<file path="config.mk">
export PLATFORM = sky130hd
export DESIGN_NAME = ps2_rx
export DESIGN_NICKNAME = d
export VERILOG_FILES = /design/src/rtl/ps2_rx.sv
export SDC_FILE = /design/constraint.sdc
export NUM_CORES = 1
export LEC_CHECK = 0
export BUFFER_PORTS_ARGS = -buffer_cell sky130_fd_sc_hd__buf_2
export CORE_MARGIN = 1.5
export CORE_UTILIZATION = 25
export DETAILED_ROUTE_END_ITERATION = 8
export GPL_TIMING_DRIVEN = 0
export PLACE_DENSITY = 0.47
export REMOVE_ABC_BUFFERS = 1
export SLEW_MARGIN = 40
export SYNTH_ARGS = -nofsm -noshare
export SYNTH_HDL_FRONTEND = slang
export SYNTH_SLANG_ARGS = --single-unit
</file>
<file path="constraint.sdc">
create_clock -name clk_sys -period 2.9 [get_ports clk_sys]
set_clock_uncertainty 0.15 [all_clocks]
set_input_delay 0.145 -clock clk_sys [delete_from_list [all_inputs] [get_ports clk_sys]]
set_output_delay 0.145 -clock clk_sys [all_outputs]
set_load 0.05 [all_outputs]
</file>
<file path="src/rtl/ps2_rx.sv">
// PS/2 device-to-host receiver: samples PS2_CLK/PS2_DATA and returns each 11-bit frame as a byte plus error pulses.
// Define PS2_RX_FILTER_EN to add a FILT_LEN-cycle stability filter on the synchronised PS2_CLK.
module ps2_rx #(
    parameter int TIMEOUT_CYC = 100_000,
    parameter int FILT_LEN    = 8
) (
    input  logic       clk_sys,
    input  logic       rst_n,
    input  logic       PS2_CLK,
    input  logic       PS2_DATA,
    input  logic       rx_inhibit,
    output logic       rd_valid,
    output logic [7:0] rd_data,
    output logic       parity_err,
    output logic       frame_err,
    output logic       rx_busy,
    output logic [1:0] dbg_state
);

    localparam int TW = $clog2(TIMEOUT_CYC);

    if (FILT_LEN < 2) begin : g_bad_filt_len
        $error("ps2_rx: FILT_LEN must be at least 2");
    end
    if (TIMEOUT_CYC < 2) begin : g_bad_timeout
        $error("ps2_rx: TIMEOUT_CYC must be at least 2");
    end

    typedef enum logic [1:0] {
        S_IDLE   = 2'd0,
        S_DATA   = 2'd1,
        S_PARITY = 2'd2,
        S_STOP   = 2'd3
    } state_t;

    state_t        r_state;
    logic          r_clk_m;
    logic          r_clk_s;
    logic          r_dat_m;
    logic          r_dat_s;
    logic          r_clk_q;
    logic [2:0]    r_bit_cnt;
    logic [TW-1:0] r_to_cnt;
    logic [7:0]    r_shreg;
    logic          r_par;

    logic          w_clk_lvl;
    logic          w_fall;
    logic          w_data;
    logic          w_timeout;

    // Synchronisers reset to the idle (pulled-up) bus level so release of reset is not an edge.
    always_ff @(posedge clk_sys or negedge rst_n) begin
        if (!rst_n) begin
            r_clk_m <= 1'b1;
            r_clk_s <= 1'b1;
            r_dat_m <= 1'b1;
            r_dat_s <= 1'b1;
        end else begin
            r_clk_m <= PS2_CLK;
            r_clk_s <= r_clk_m;
            r_dat_m <= PS2_DATA;
            r_dat_s <= r_dat_m;
        end
    end

`ifdef PS2_RX_FILTER_EN
    localparam int FW = $clog2(FILT_LEN);

    logic          r_filt_lvl;
    logic [FW-1:0] r_filt_cnt;

    always_ff @(posedge clk_sys or negedge rst_n) begin
        if (!rst_n) begin
            r_filt_lvl <= 1'b1;
            r_filt_cnt <= '0;
        end else if (r_clk_s == r_filt_lvl) begin
            r_filt_cnt <= '0;
        end else if (r_filt_cnt == FW'(FILT_LEN - 1)) begin
            r_filt_lvl <= r_clk_s;
            r_filt_cnt <= '0;
        end else begin
            r_filt_cnt <= r_filt_cnt + FW'(1);
        end
    end

    assign w_clk_lvl = r_filt_lvl;
`else
    assign w_clk_lvl = r_clk_s;
`endif

    always_ff @(posedge clk_sys or negedge rst_n) begin
        if (!rst_n) begin
            r_clk_q <= 1'b1;
        end else begin
            r_clk_q <= w_clk_lvl;
        end
    end

    assign w_fall    = r_clk_q & ~w_clk_lvl;
    assign w_data    = r_dat_s;
    assign w_timeout = (r_to_cnt == TW'(TIMEOUT_CYC - 1));

    // Priority: inhibit, then a falling edge, then the inter-edge timeout.
    always_ff @(posedge clk_sys or negedge rst_n) begin
        if (!rst_n) begin
            r_state    <= S_IDLE;
            r_bit_cnt  <= '0;
            r_to_cnt   <= '0;
            r_shreg    <= '0;
            r_par      <= 1'b0;
            rd_data    <= '0;
            rd_valid   <= 1'b0;
            parity_err <= 1'b0;
            frame_err  <= 1'b0;
        end else begin
            rd_valid   <= 1'b0;
            parity_err <= 1'b0;
            frame_err  <= 1'b0;
            if (rx_inhibit) begin
                r_state   <= S_IDLE;
                r_bit_cnt <= '0;
                r_to_cnt  <= '0;
            end else if (r_state == S_IDLE) begin
                r_bit_cnt <= '0;
                r_to_cnt  <= '0;
                if (w_fall && !w_data) begin
                    r_state <= S_DATA;
                end
            end else if (w_fall) begin
                r_to_cnt <= '0;
                case (r_state)
                    S_DATA: begin
                        r_shreg   <= {w_data, r_shreg[7:1]};
                        r_bit_cnt <= r_bit_cnt + 3'd1;
                        if (r_bit_cnt == 3'd7) begin
                            r_state <= S_PARITY;
                        end
                    end
                    S_PARITY: begin
                        r_par   <= w_data;
                        r_state <= S_STOP;
                    end
                    S_STOP: begin
                        r_state   <= S_IDLE;
                        r_bit_cnt <= '0;
                        if (!w_data) begin
                            frame_err <= 1'b1;
                        end else if (^{r_shreg, r_par}) begin
                            rd_data  <= r_shreg;
                            rd_valid <= 1'b1;
                        end else begin
                            parity_err <= 1'b1;
                        end
                    end
                    default: begin
                        r_state <= S_IDLE;
                    end
                endcase
            end else if (w_timeout) begin
                r_state   <= S_IDLE;
                r_bit_cnt <= '0;
                r_to_cnt  <= '0;
                frame_err <= 1'b1;
            end else begin
                r_to_cnt <= r_to_cnt + TW'(1);
            end
        end
    end

    assign rx_busy   = (r_state != S_IDLE);
    assign dbg_state = r_state;

endmodule

</file>
## Word level (Yosys, flattened, before mapping)

Index checks and enable logic that the tools add are counted.

- $add $sub $neg: 2
- Multiplexer cells: 34
- Bitwise logic cells: 4
- Reduce and logical (&&, ||, !) cells: 11
- Equality and inequality tests: 8

Operators with widths:

| operator | count |
|---|---|
| $mux 17 | 4 |
| $mux 1 | 18 |
| $add 17x1->17 const B | 1 |
| $eq 17x17->1 const B | 1 |
| $mux 2 | 6 |
| $mux 3 | 4 |
| $reduce_xor 9->1 | 1 |
| $reduce_and 4->1 | 2 |
| $pmux 3 s2 | 1 |
| $reduce_and 6->1 | 1 |
| $ne 5x2->1 const B | 1 |
| $ne 5x5->1 const B | 1 |
| $eq 2x2->1 const B | 2 |
| $pmux 2 s2 | 1 |
| $reduce_bool 4->1 | 1 |
| $add 3x1->3 const B | 1 |
| $eq 3x3->1 const B | 1 |
| $ne 3x2->1 const B | 1 |
| $not 1->1 | 3 |
| $reduce_and 3->1 | 1 |
| $eq 2x1->1 const B | 1 |
| $logic_not 2->1 | 1 |
| $reduce_and 2->1 | 1 |
| $reduce_bool 2->1 | 1 |
| other kinds (3) | 3 |

- Register bits after elaboration: 47
- Input bits: 5
- Output and inout bits: 14
- Logic and storage cells: 73

## Longest topological paths before layout

Gate-level depths: netlist (run 1).

- Depth in word-level cells: 7
- Depth in mapped cells: 7
- Mapped depth without buffers: 6

## Worst setup path before layout (run 1)

Ideal clock, no wire load.

- Path type: flip-flop to flip-flop
- Start: register r_state[0] (netlist: dbg_state[0])
- End: register rd_data[0]
- Period minus slack after synthesis: 2.525 ns
- Setup slack: 0.375 ns
- Data arrival time: 2.250 ns
- Cell stages (with the launch flop): 8
- Required time: 2.625 ns
- Buffers on the path: 1
- Library setup time: 0.125 ns
- Cell sequence: dfrtp_1 inv_1 ha_1 clkbuf_1 nor3_2 nand4_1 mux2i_4 mux2_2

- Longest elaborated chain between the ends: 3
- Elaborated cells on any way between the ends: 4
- Classes of those cells: eq/ne: 1; bitwise: 1; reduce/logical: 2

Ends and longest elaborated chain:

| item | line | source |
|---|---|---|
| from (decl) | 36 | `state_t r_state;` |
| from (signal assigned) | 107 | `r_state <= S_IDLE;` |
| from (signal assigned) | 121 | `r_state <= S_IDLE;` |
| from (signal assigned) | 128 | `r_state <= S_DATA;` |
| $logic_not 2->1 | 124 | `end else if (r_state == S_IDLE) begin` |
| $not 1->1 (no line) | -- |  |
| $reduce_and 6->1 (no line) (*) | -- |  |
| to (signal assigned) | 150 | `rd_data <= r_shreg;` |
| to (decl) | 13 | `output logic [7:0] rd_data,` |

Every way passes the cells marked *; elsewhere a longest branch is shown, timed or not.
A chain may end at the register's enable or synchronous reset.

## Worst setup path after layout (run 1)

- Start: register r_state[0] (netlist: dbg_state[0])
- End: register rd_data[4]

The elaborated chain is that of the path after synthesis.

==> results of run 1 <==
## layout make-up
class                           instances  area [µm²]
Fill cell                             873        5770
Timing Repair Buffer                   21         123
Inverter                                6        22.5
Clock buffer                            8         100
Tap cell                              105         131
Multi-Input combinational cell        129         933
Sequential cell                        47        1180
## through the flow
stage / instance area [µm²] / power, W / cells / hold WS (ns) / utilization [%]
final: 2490 / 0.00146 / 316 / 0.0388 / 30.2
after global routing: 2490 / 0.00155 / 316 / 0.0497 / 30.2
after CTS: 2480 / 0.00149 / 316 / 0.0238 / 30.1
after detailed placement: 2350 / 0.00103 / 305 / 0.0605 / 28.5
after global placement: 2350 / 0.00103 / 305 / 0.101 / 28.5
after floorplan: 2130 / 0.000958 / 182 / -0.301 / -
## worst paths after layout
| check | startpoint | to | slack, ns | depth (start not counted) |
|---|---|---|---|---|
| setup / recovery | dbg_state[0] | rd_data[4] | 0.54 | 6 |
| hold / removal | rx_inhibit | frame_err | 0.04 | 3 |
| setup reg to reg | dbg_state[0] | rd_data[4] | 0.54 | 6 |
| hold reg to reg | r_dat_m | r_dat_s | 0.20 | 0 |
| max in group asynchronous | rst_n | r_shreg[3] | 1.92 | 2 |
| min in group asynchronous | rst_n | r_shreg[0] | 0.25 | 2 |
## power breakdown
part	internal, W	leakage (nW)	switching [W]
registers	0.000688	0.636	0.0000340
logic	0.000107	0.425	0.000193
clock network	0.000218	0.0515	0.000222
## registers in the layout, indices dropped and copies added (netlist names), 2 cells and up
signal,count
r_bit_cnt,3
dbg_state,2
r_to_cnt,17
rd_data,8
r_shreg,8
## worst reg2reg max path, stage by stage, from the launching register on
cell and delay, ns:
dfrtp_1 0.43, inv_1 0.08, ha_1 0.30, nor3_2 0.36, nand4_1 0.20, mux2i_4 0.33
mux2_2 0.39
## cell usage after synthesis, types with 4 or more instances
cell | instances | share of area [%]
xnor2_1 | 14 | 5.7
nand2_1 | 12 | 2.1
nor2_1 | 26 | 4.5
o21ai_0 | 5 | 1.2
nand3_1 | 7 | 1.6
nor3_1 | 6 | 1.4
nand4_1 | 4 | 1.2
xor2_1 | 8 | 3.3
mux2_2 | 16 | 8.4
ha_1 | 7 | 4.1
inv_1 | 6 | 1.0
dfstp_2 | 5 | 6.1
dfrtp_1 | 42 | 49
## metal layers
layer  routed length (µm)  share of wire (%)
met5                    0                  0
met4                   95                2.5
met3                  114                3.0
met2                 1670                 43
met1                 1980                 51
## cell families after synthesis
logic type | after synthesis | synth area share (%)
fa+ha+maj | 7 | 4.07
xor+xnor | 23 | 9.72
buf+inv | 9 | 1.92
mux | 18 | 9.90
flops | 47 | 55.0
compound gates | 14 | 4.42
simple gates | 67 | 15.0
==> summary.txt, run 1 <==
Outcome
  • Status: finished, final reports clean

Timing
  • Final period util: 81.2%
  • Total negative slack: 0 ns
  • Fmax: 0.425 GHz
  • Unrepaired setup endpoints after global routing: false
  • Final min period: 2.36 ns
  • Count of final setup violators: 0
  • Rel. slew slack: 58.1%
  • Max-slew violations: 0
  • Final setup margin: 0.544 ns
  • Worst Tran Pin Value: roughly 0.63 ns
  • Final hold violations: 0

Synth
  • Sequential area share after synthesis: 55.0%
  • Syn_area_per_cell: 11.6 µm²
  • Post-synth EDFFs: 0
  • FF+latch count, synth: 47
  • Synth Warn #: 0
  • Syn Inst Count: 185
  • Async set or reset register ratio after synthesis: 100%
  • Prevailing post-synth register cell: dfrtp_1
  • Cell variety after synth: 34
  • Mapped Area: 2150 µm²

Power
  • P_leak: 1.11 nW
  • Pwr dens: roughly 590 nW/µm²
  • VDD IR-drop max: 0.190 mV

GRT
  • Met3 GRT Util: 2.61%
  • Met1 Use GR: between 10% and 20%
  • Overall Global Routing Usage: 9.30%
  • Number of antenna violations at the first check in global routing: 0
  • Largest net degree at the start of global routing: 48
  • First-pass GRT wire length: 6400 µm
  • Global Route met2 Usage: between 10% and 20%
  • Gr busiest metal: met2
  • Vias in the first global route: 1362
  • Total grt overflow: 0

Setup path
  • CP bufs+invs: 1
  • Setup crit end kind: flip-flop
  • Slowest stage delay, CP: about 0.43 ns
  • Kind of critical path: flip-flop to flip-flop
  • Crit-path leading delay family: multiplexers
  • Slowest CP cell: dfrtp_1
  • Required @ worst endpoint: just under 3 ns
  • Worst path arrival time: 2.39 ns
  • Worst setup SP type: flip-flop
  • Critical-path cell list: inv_1, ha_1, nor3_2, nand4_1, mux2i_4, mux2_2
  • Worst-path maximum fanout: 8

Clock network
  • Clock Latency Late Sink: 0.30 ns
  • H-tree levels: 2
  • Reg clk slew, reported paths: 0.09 ns
  • CTS tree: built
  • Post-CTS Setup Bufs: 0
  • CTS Root Cell: clkbuf_8
  • PostCTS Resize Cnt: 0
  • Clk buf depth: 2
  • Inserted Clock Buffers: 5
  • TritonCTS Sinks: 47
  • Hold buffers post-CTS: 3

Routing
  • Routed WL: 3850 µm
  • DRT iter0 DRCs: 60
  • Via density: ~4.3
  • Post-route ant nets: 0
  • Drt first pass iters: 4
  • WL per Instance: between 10 and 15 µm
  • Total vias in the final route: 1362
  • DRC viols: 0

Die
  • Core Box Area: about 8300 µm²
  • Die Footprint: 9160 µm²
  • Die span in x: 95.7 µm
  • Row count: 33
  • Height of the die: 95.7 µm
  • I/O pins: 19
  • Initial Utilization: 26.0%

Hold path
  • Hold Path Class: input pin to flip-flop

Placement
  • PortBufs: 18
  • DPL Wire Length: approximately 2500 µm
  • GP Congestion: 0.694
  • Place WS: approximately 0.27 ns

Layout
  • Most frequent cells in the layout: dfrtp_1 (42), nor2_1 (26), buf_2 (17)
  • Layout cells sized above 1: approximately a quarter
  • N_diodes: 0
  • Most common cell after layout, fill and taps aside: dfrtp_1
  • Area Growth Syn to Fin: 15.9%
  • # nets final: 222

Run
  • Max-Cap Viols: 0
No activity file was read; power rests on OpenSTA's default activity.
==> run 2: changes to the inputs <==
--- a/config.mk
+++ b/config.mk
@@ -10,7 +10,7 @@
 export CORE_UTILIZATION = 25
 export DETAILED_ROUTE_END_ITERATION = 8
 export GPL_TIMING_DRIVEN = 0
-export PLACE_DENSITY = 0.47
+export PLACE_DENSITY = 0.48
 export REMOVE_ABC_BUFFERS = 1
 export SLEW_MARGIN = 40
 export SYNTH_ARGS = -nofsm -noshare
==> constraint.sdc (replaced) <==
create_clock -name clk_sys -period 2.15 [get_ports clk_sys]
set_clock_uncertainty 0.15 [all_clocks]
set_input_delay 0.1075 -clock clk_sys [delete_from_list [all_inputs] [get_ports clk_sys]]
set_output_delay 0.1075 -clock clk_sys [all_outputs]
set_load 0.05 [all_outputs]
==> run 2 against run 1 <==
  * Critical path depth unchanged
  * Clock power increased by 17%
  * Non-clock buffer count increased by 5
  * Global-route usage about the same
  * Setup slack got worse by 0.45 ns
  * Largest cell class unchanged
  * Highest routed layer unchanged
==> summary.txt, run 2 (synthesis results as in run 1) <==
Die
  • Initial Utilization: about a quarter
  • Height of the die: between 90 and 100 µm
  • Die span in x: approximately 96 µm
  • Die Footprint: 9160 µm²
  • Core Box Area: 8260 µm²
  • I/O pins: 19
  • Row count: 33

Timing
  • Final min period: 2.06 ns
  • Min Hold Slack: approximately 0.065 ns
  • Count of final setup violators: 0
  • Fmax: 0.486 GHz
  • Max-slew violations: 0
  • Final hold violations: 0
  • Worst Tran Pin Value: roughly 0.61 ns
  • Final period util: 95.7%
  • Unrepaired setup endpoints after global routing: false
  • Final setup margin: 0.0919 ns
  • Rel. slew slack: 59.6%

Placement
  • PortBufs: 18
  • Place WS: -0.473 ns
  • DPL Wire Length: about 2500 µm
  • DP Area: 2350 µm²
  • GP Congestion: 0.685

Layout
  • Final Util: 30.9%
  • Most frequent cells in the layout: dfrtp_1 (42), nor2_1 (26), buf_2 (17)
  • N_diodes: 0
  • Number of flip-flops in the largest register: 17
  • Layout Cell Area excl Fill: 2550 µm²
  • Most flops, register: r_to_cnt
  • Largest registers: r_to_cnt (17), r_shreg (8), rd_data (8)
  • # nets final: 227
  • Layout cells sized above 1: between 20% and 30%
  • Area Growth Syn to Fin: 18.6%
  • Most common cell after layout, fill and taps aside: dfrtp_1

Clock network
  • Reg clk slew, reported paths: 0.09 ns
  • TritonCTS Sinks: 47
  • CTS Root Cell: clkbuf_8
  • Inserted Clock Buffers: 5
  • H-tree levels: 2
  • Clock Latency Late Sink: between 0.2 and 0.3 ns
  • CTS tree: built
  • Clk buf depth: 2

Setup path
  • Crit Reg-Reg Endpoint: rd_data[2]
  • Worst setup SP type: flip-flop
  • Critical-path cell list: xnor2_1, xnor2_1, xnor2_2, mux2i_4, buf_12, mux2_2
  • Slowest stage delay, CP: 0.42 ns
  • Setup crit end kind: flip-flop
  • Slowest CP cell: dfrtp_1
  • Worst path arrival time: 2.09 ns
  • Reg2reg start: r_shreg[2]
  • Required @ worst endpoint: 2.18 ns
  • Most used cell, CP: xnor2_1
  • CP bufs+invs: 1
  • Register-to-register setup slack: 0.09 ns
  • Crit-path leading delay family: XOR/XNOR gates
  • Worst-path maximum fanout: 8
  • Kind of critical path: flip-flop to flip-flop
  • R2R depth: 6

Run
  • Max-Cap Viols: 0

GRT
  • Largest net degree at the start of global routing: between 40 and 50
  • Vias in the first global route: 1351
  • Met3 GRT Util: 2.61%
  • Overall Global Routing Usage: 9.26%
  • Global Route met2 Usage: 13.7%
  • Met1 Use GR: between 10% and 20%
  • Gr busiest metal: met2
  • Number of antenna violations at the first check in global routing: 0
  • First-pass GRT wire length: ~6500 µm
  • Total grt overflow: 0

Routing
  • DRT iter0 DRCs: 84
  • Drt first pass iters: 4
  • DRC viols: 0
  • Total vias in the final route: 1412
  • WL per Instance: about 12 µm
  • Via density: 4.40
  • Post-route ant nets: 0
  • Routed WL: 3840 µm

Outcome
  • Status: finished, final reports clean

Hold path
  • Hold Path Stages: 3
  • Hold Path Class: input pin to flip-flop
  • Min-delay src: rx_inhibit
  • Worst hold endpoint: frame_err

Power
  • VDD IR-drop max: 0.267 mV
  • P_leak: between 1 and 1.5 nW
  • Pwr dens: 771 nW/µm²
[run 2: worst max-delay path by stage]
stage                        end  cells past startpoint  slack [ns]          from
global placement    dbg_state[0]                      6       -0.49   r_to_cnt[0]
floorplan             rd_data[0]                      6       -0.30  dbg_state[0]
finish                rd_data[2]                      6        0.09    r_shreg[2]
detailed placement  dbg_state[0]                      6       -0.47   r_to_cnt[0]
global route          rd_data[1]                      6       0.001    r_shreg[2]
CTS                 r_bit_cnt[2]                      5        0.04  dbg_state[0]
[run 2: cell type report]
type | count | area (µm²)
Sequential cell | 47 | 1180
Inverter | 6 | 22.5
Multi-Input combinational cell | 129 | 958
Clock inverter | 1 | 5.00
Fill cell | 879 | 5710
Timing Repair Buffer | 26 | 173
Clock buffer | 7 | 76.3
Tap cell | 105 | 131
[run 2: report_power, final]
part | internal [W] | total [W] | switching, W
clock network | 0.000229 | 0.000513 | 0.000284
registers | 0.000928 | 0.000973 | 0.0000442
logic | 0.000194 | 0.000481 | 0.000286
[run 2: through the flow]
stage	TNS, ns	total power (W)	instances
6_report	0	0.00197	321
3_3_place_gp	-3.38	0.00139	305
3_5_place_dp	-3.50	0.00139	305
2_1_floorplan	-2.69	0.00129	182
5_1_grt	0	0.00209	321
4_1_cts	0	0.00195	320
[run 2: timing repair]
| item | CTS | global route |
|---|---|---|
| endpoints found under the setup margin | 12 | 17 |
| hold buffers | 3 | 0 |
| gates resized for setup | 3 | 4 |
| buffers inserted | 4 | 1 |
| pin swaps | 3 | 3 |
| hold endpoints to repair | 44 | 0 |
[run 2: routing by layer]
metal / vias up / wire, µm
li1: 696 / -
met1: 691 / 1900
met2: 17 / 1760
met3: 8 / 116
met4: 0 / 68
met5: - / 0
[run 2: worst reg2reg max path: cells and delay by family (launching register included)]
| family | cells | cell delay, ns |
|---|---|---|
| XOR/XNOR | 3 | 0.61 |
| buffers and inverters | 1 | 0.14 |
| flip-flops | 1 | 0.42 |
| multiplexers | 2 | 0.62 |
==> run 3: changes to the inputs <==
--- a/config.mk
+++ b/config.mk
@@ -7,10 +7,10 @@
 export LEC_CHECK = 0
 export BUFFER_PORTS_ARGS = -buffer_cell sky130_fd_sc_hd__buf_2
 export CORE_MARGIN = 1.5
-export CORE_UTILIZATION = 25
+export CORE_UTILIZATION = 45
 export DETAILED_ROUTE_END_ITERATION = 8
 export GPL_TIMING_DRIVEN = 0
-export PLACE_DENSITY = 0.48
+export PLACE_DENSITY = 0.66
 export REMOVE_ABC_BUFFERS = 1
 export SLEW_MARGIN = 40
 export SYNTH_ARGS = -nofsm -noshare
==> run 3 against run 2 <==
  * Register-to-register slack about the same
  * Critical path type unchanged
  * Critical path depth is 1 higher
  * Total power grew 1.5%
==> summary.txt, run 3 (synthesis results as in run 1) <==
Clock network
  • CTS tree: built
  • Clock Latency Late Sink: roughly 0.3 ns
  • Clk buf depth: 2
  • Inserted Clock Buffers: 5
  • CTS Root Cell: clkbuf_8
  • H-tree levels: 2
  • TritonCTS Sinks: 47
  • Reg clk slew, reported paths: 0.08 ns

Layout
  • Final Util: 56.0%
  • Final Non-Filler Cells: 270
  • Number of flip-flops in the largest register: 17
  • Area Growth Syn to Fin: 16.5%
  • Most flops, register: r_to_cnt
  • Most common cell after layout, fill and taps aside: dfrtp_1
  • Most frequent cells in the layout: dfrtp_1 (42), nor2_1 (26), buf_2 (17)
  • N_diodes: 0
  • Layout cells sized above 1: 28.4%
  • Largest registers: r_to_cnt (17), r_shreg (8), rd_data (8)
  • # nets final: 229

Hold path
  • Worst hold endpoint: frame_err
  • Hold Path Class: input pin to flip-flop
  • Hold Path Stages: 3
  • Min-delay src: rx_inhibit

GRT
  • Largest net degree at the start of global routing: 48
  • Overall Global Routing Usage: 15.8%
  • Vias in the first global route: 1420
  • First-pass GRT wire length: ~6300 µm
  • Number of antenna violations at the first check in global routing: 0
  • Total grt overflow: 0

Placement
  • DPL Wire Length: ~2500 µm
  • PortBufs: 18
  • GP Congestion: 0.748
  • Place WS: -0.399 ns
  • Cell count after placement: between 200 and 300

Die
  • Die span in x: 72.1 µm
  • Core Box Area: about 4500 µm²
  • Height of the die: 72.1 µm
  • Initial Utilization: approximately half
  • Row count: 24
  • I/O pins: 19
  • Die Footprint: approximately 5200 µm²

Power
  • VDD IR-drop max: 0.466 mV
  • Pwr dens: 797 nW/µm²
  • Overall Power: 0.00200 W
  • P_leak: 1.14 nW

Setup path
  • Setup crit end kind: flip-flop
  • Worst-path maximum fanout: 8
  • Reg2reg start: dbg_state[1]
  • Kind of critical path: flip-flop to flip-flop
  • Register-to-register setup slack: approximately 0.086 ns
  • Worst path arrival time: around 2.1 ns
  • Crit Reg-Reg Endpoint: rd_data[1]
  • Worst setup SP type: flip-flop
  • R2R depth: 7
  • Required @ worst endpoint: 2.19 ns

Routing
  • WL per Instance: 13.8 µm
  • Post-route ant nets: 0
  • Total vias in the final route: between 1000 and 1500
  • DRC viols: 0
  • Via density: ~5.3
  • Routed WL: 3730 µm
  • Drt first pass iters: 4
  • DRT iter0 DRCs: 39

Timing
  • Final period util: 96.0%
  • Max-slew violations: 0
  • Fmax: 0.484 GHz
  • Count of final setup violators: 0
  • Final min period: 2.06 ns
  • Final setup margin: 0.0860 ns
  • Final hold violations: 0
  • Worst Tran Pin Value: 0.580 ns
  • Rel. slew slack: 61.4%

Run
  • Max-Cap Viols: 0

Outcome
  • Status: finished, final reports clean
[run 3: cell count changes in the layout (fill, tap and decap cells not counted)]
cell / before / now
clkinvlp_4: 0 / 2
inv_1: 4 / 5
inv_2: 2 / 1
buf_4: 5 / 7
o21ai_0: 5 / 4
o21ai_1: 0 / 1
clkbuf_1: 2 / 0
[run 3: critical path, cell delays in order (launching register included)]
cell and delay, ns:
dfrtp_1 0.40, inv_1 0.13, ha_4 0.22, nor3_4 0.22
nand4_1 0.17, mux2i_4 0.20, buf_12 0.14, mux2_2 0.33
[run 3: cell type report]
cell class,instances,area (µm²)
clock inverter,3,20.0
inverter,6,22.5
fill,375,1970
timing repair buffer,28,188
multi-input combinational,129,958
clock buffer,5,68.8
sequential,47,1180
tap,52,65.1
[run 3: how the worst max path moves through the flow]
stage,from,to,slack [ns]
2_1_floorplan,dbg_state[0],rd_data[0],-0.30
3_3_place_gp,r_to_cnt[0],dbg_state[0],-0.37
3_5_place_dp,r_to_cnt[0],dbg_state[0],-0.40
4_1_cts,dbg_state[0],r_bit_cnt[1],0.01
5_1_grt,dbg_state[1],rd_data[1],-0.01
6_report,dbg_state[1],rd_data[1],0.09
[run 3: layer usage]
| metal | part of all wire, % | wire [µm] | GRT usage, % |
|---|---|---|---|
| met5 | 0 | 0 | 0 |
| met1 | 45 | 1660 | 18.0 |
| met3 | 3.2 | 120 | 5.14 |
| met2 | 51 | 1910 | 28.0 |
| met4 | 1.2 | 43 | 5.66 |
[run 3: power by group]
| group | internal, W | leakage, nW | total [W] | switching, W |
|---|---|---|---|---|
| Sequential | 0.000928 | 0.636 | 0.000975 | 0.0000463 |
| Clock | 0.000226 | 0.0402 | 0.000513 | 0.000287 |
| Combinational | 0.000213 | 0.467 | 0.000508 | 0.000296 |
[run 3: timing repair]
item / CTS / global route
setup buffers: 4 / 3
hold endpoints to repair: 44 / 0
resized for setup: 3 / 4
pin swaps: 3 / 3
hold buffers: 3 / 0
setup endpoints to repair: 15 / 12
[run 3: metrics by stage]
step                hold slack, ns  cell area (µm²)  setup TNS, ns
floorplan                   -0.338             2130          -2.69
global placement            0.0637             2290          -2.20
detailed placement        -0.00314             2290          -3.25
CTS                         0.0262             2470              0
global route                0.0500             2500        -0.0714
finish                      0.0549             2500              0
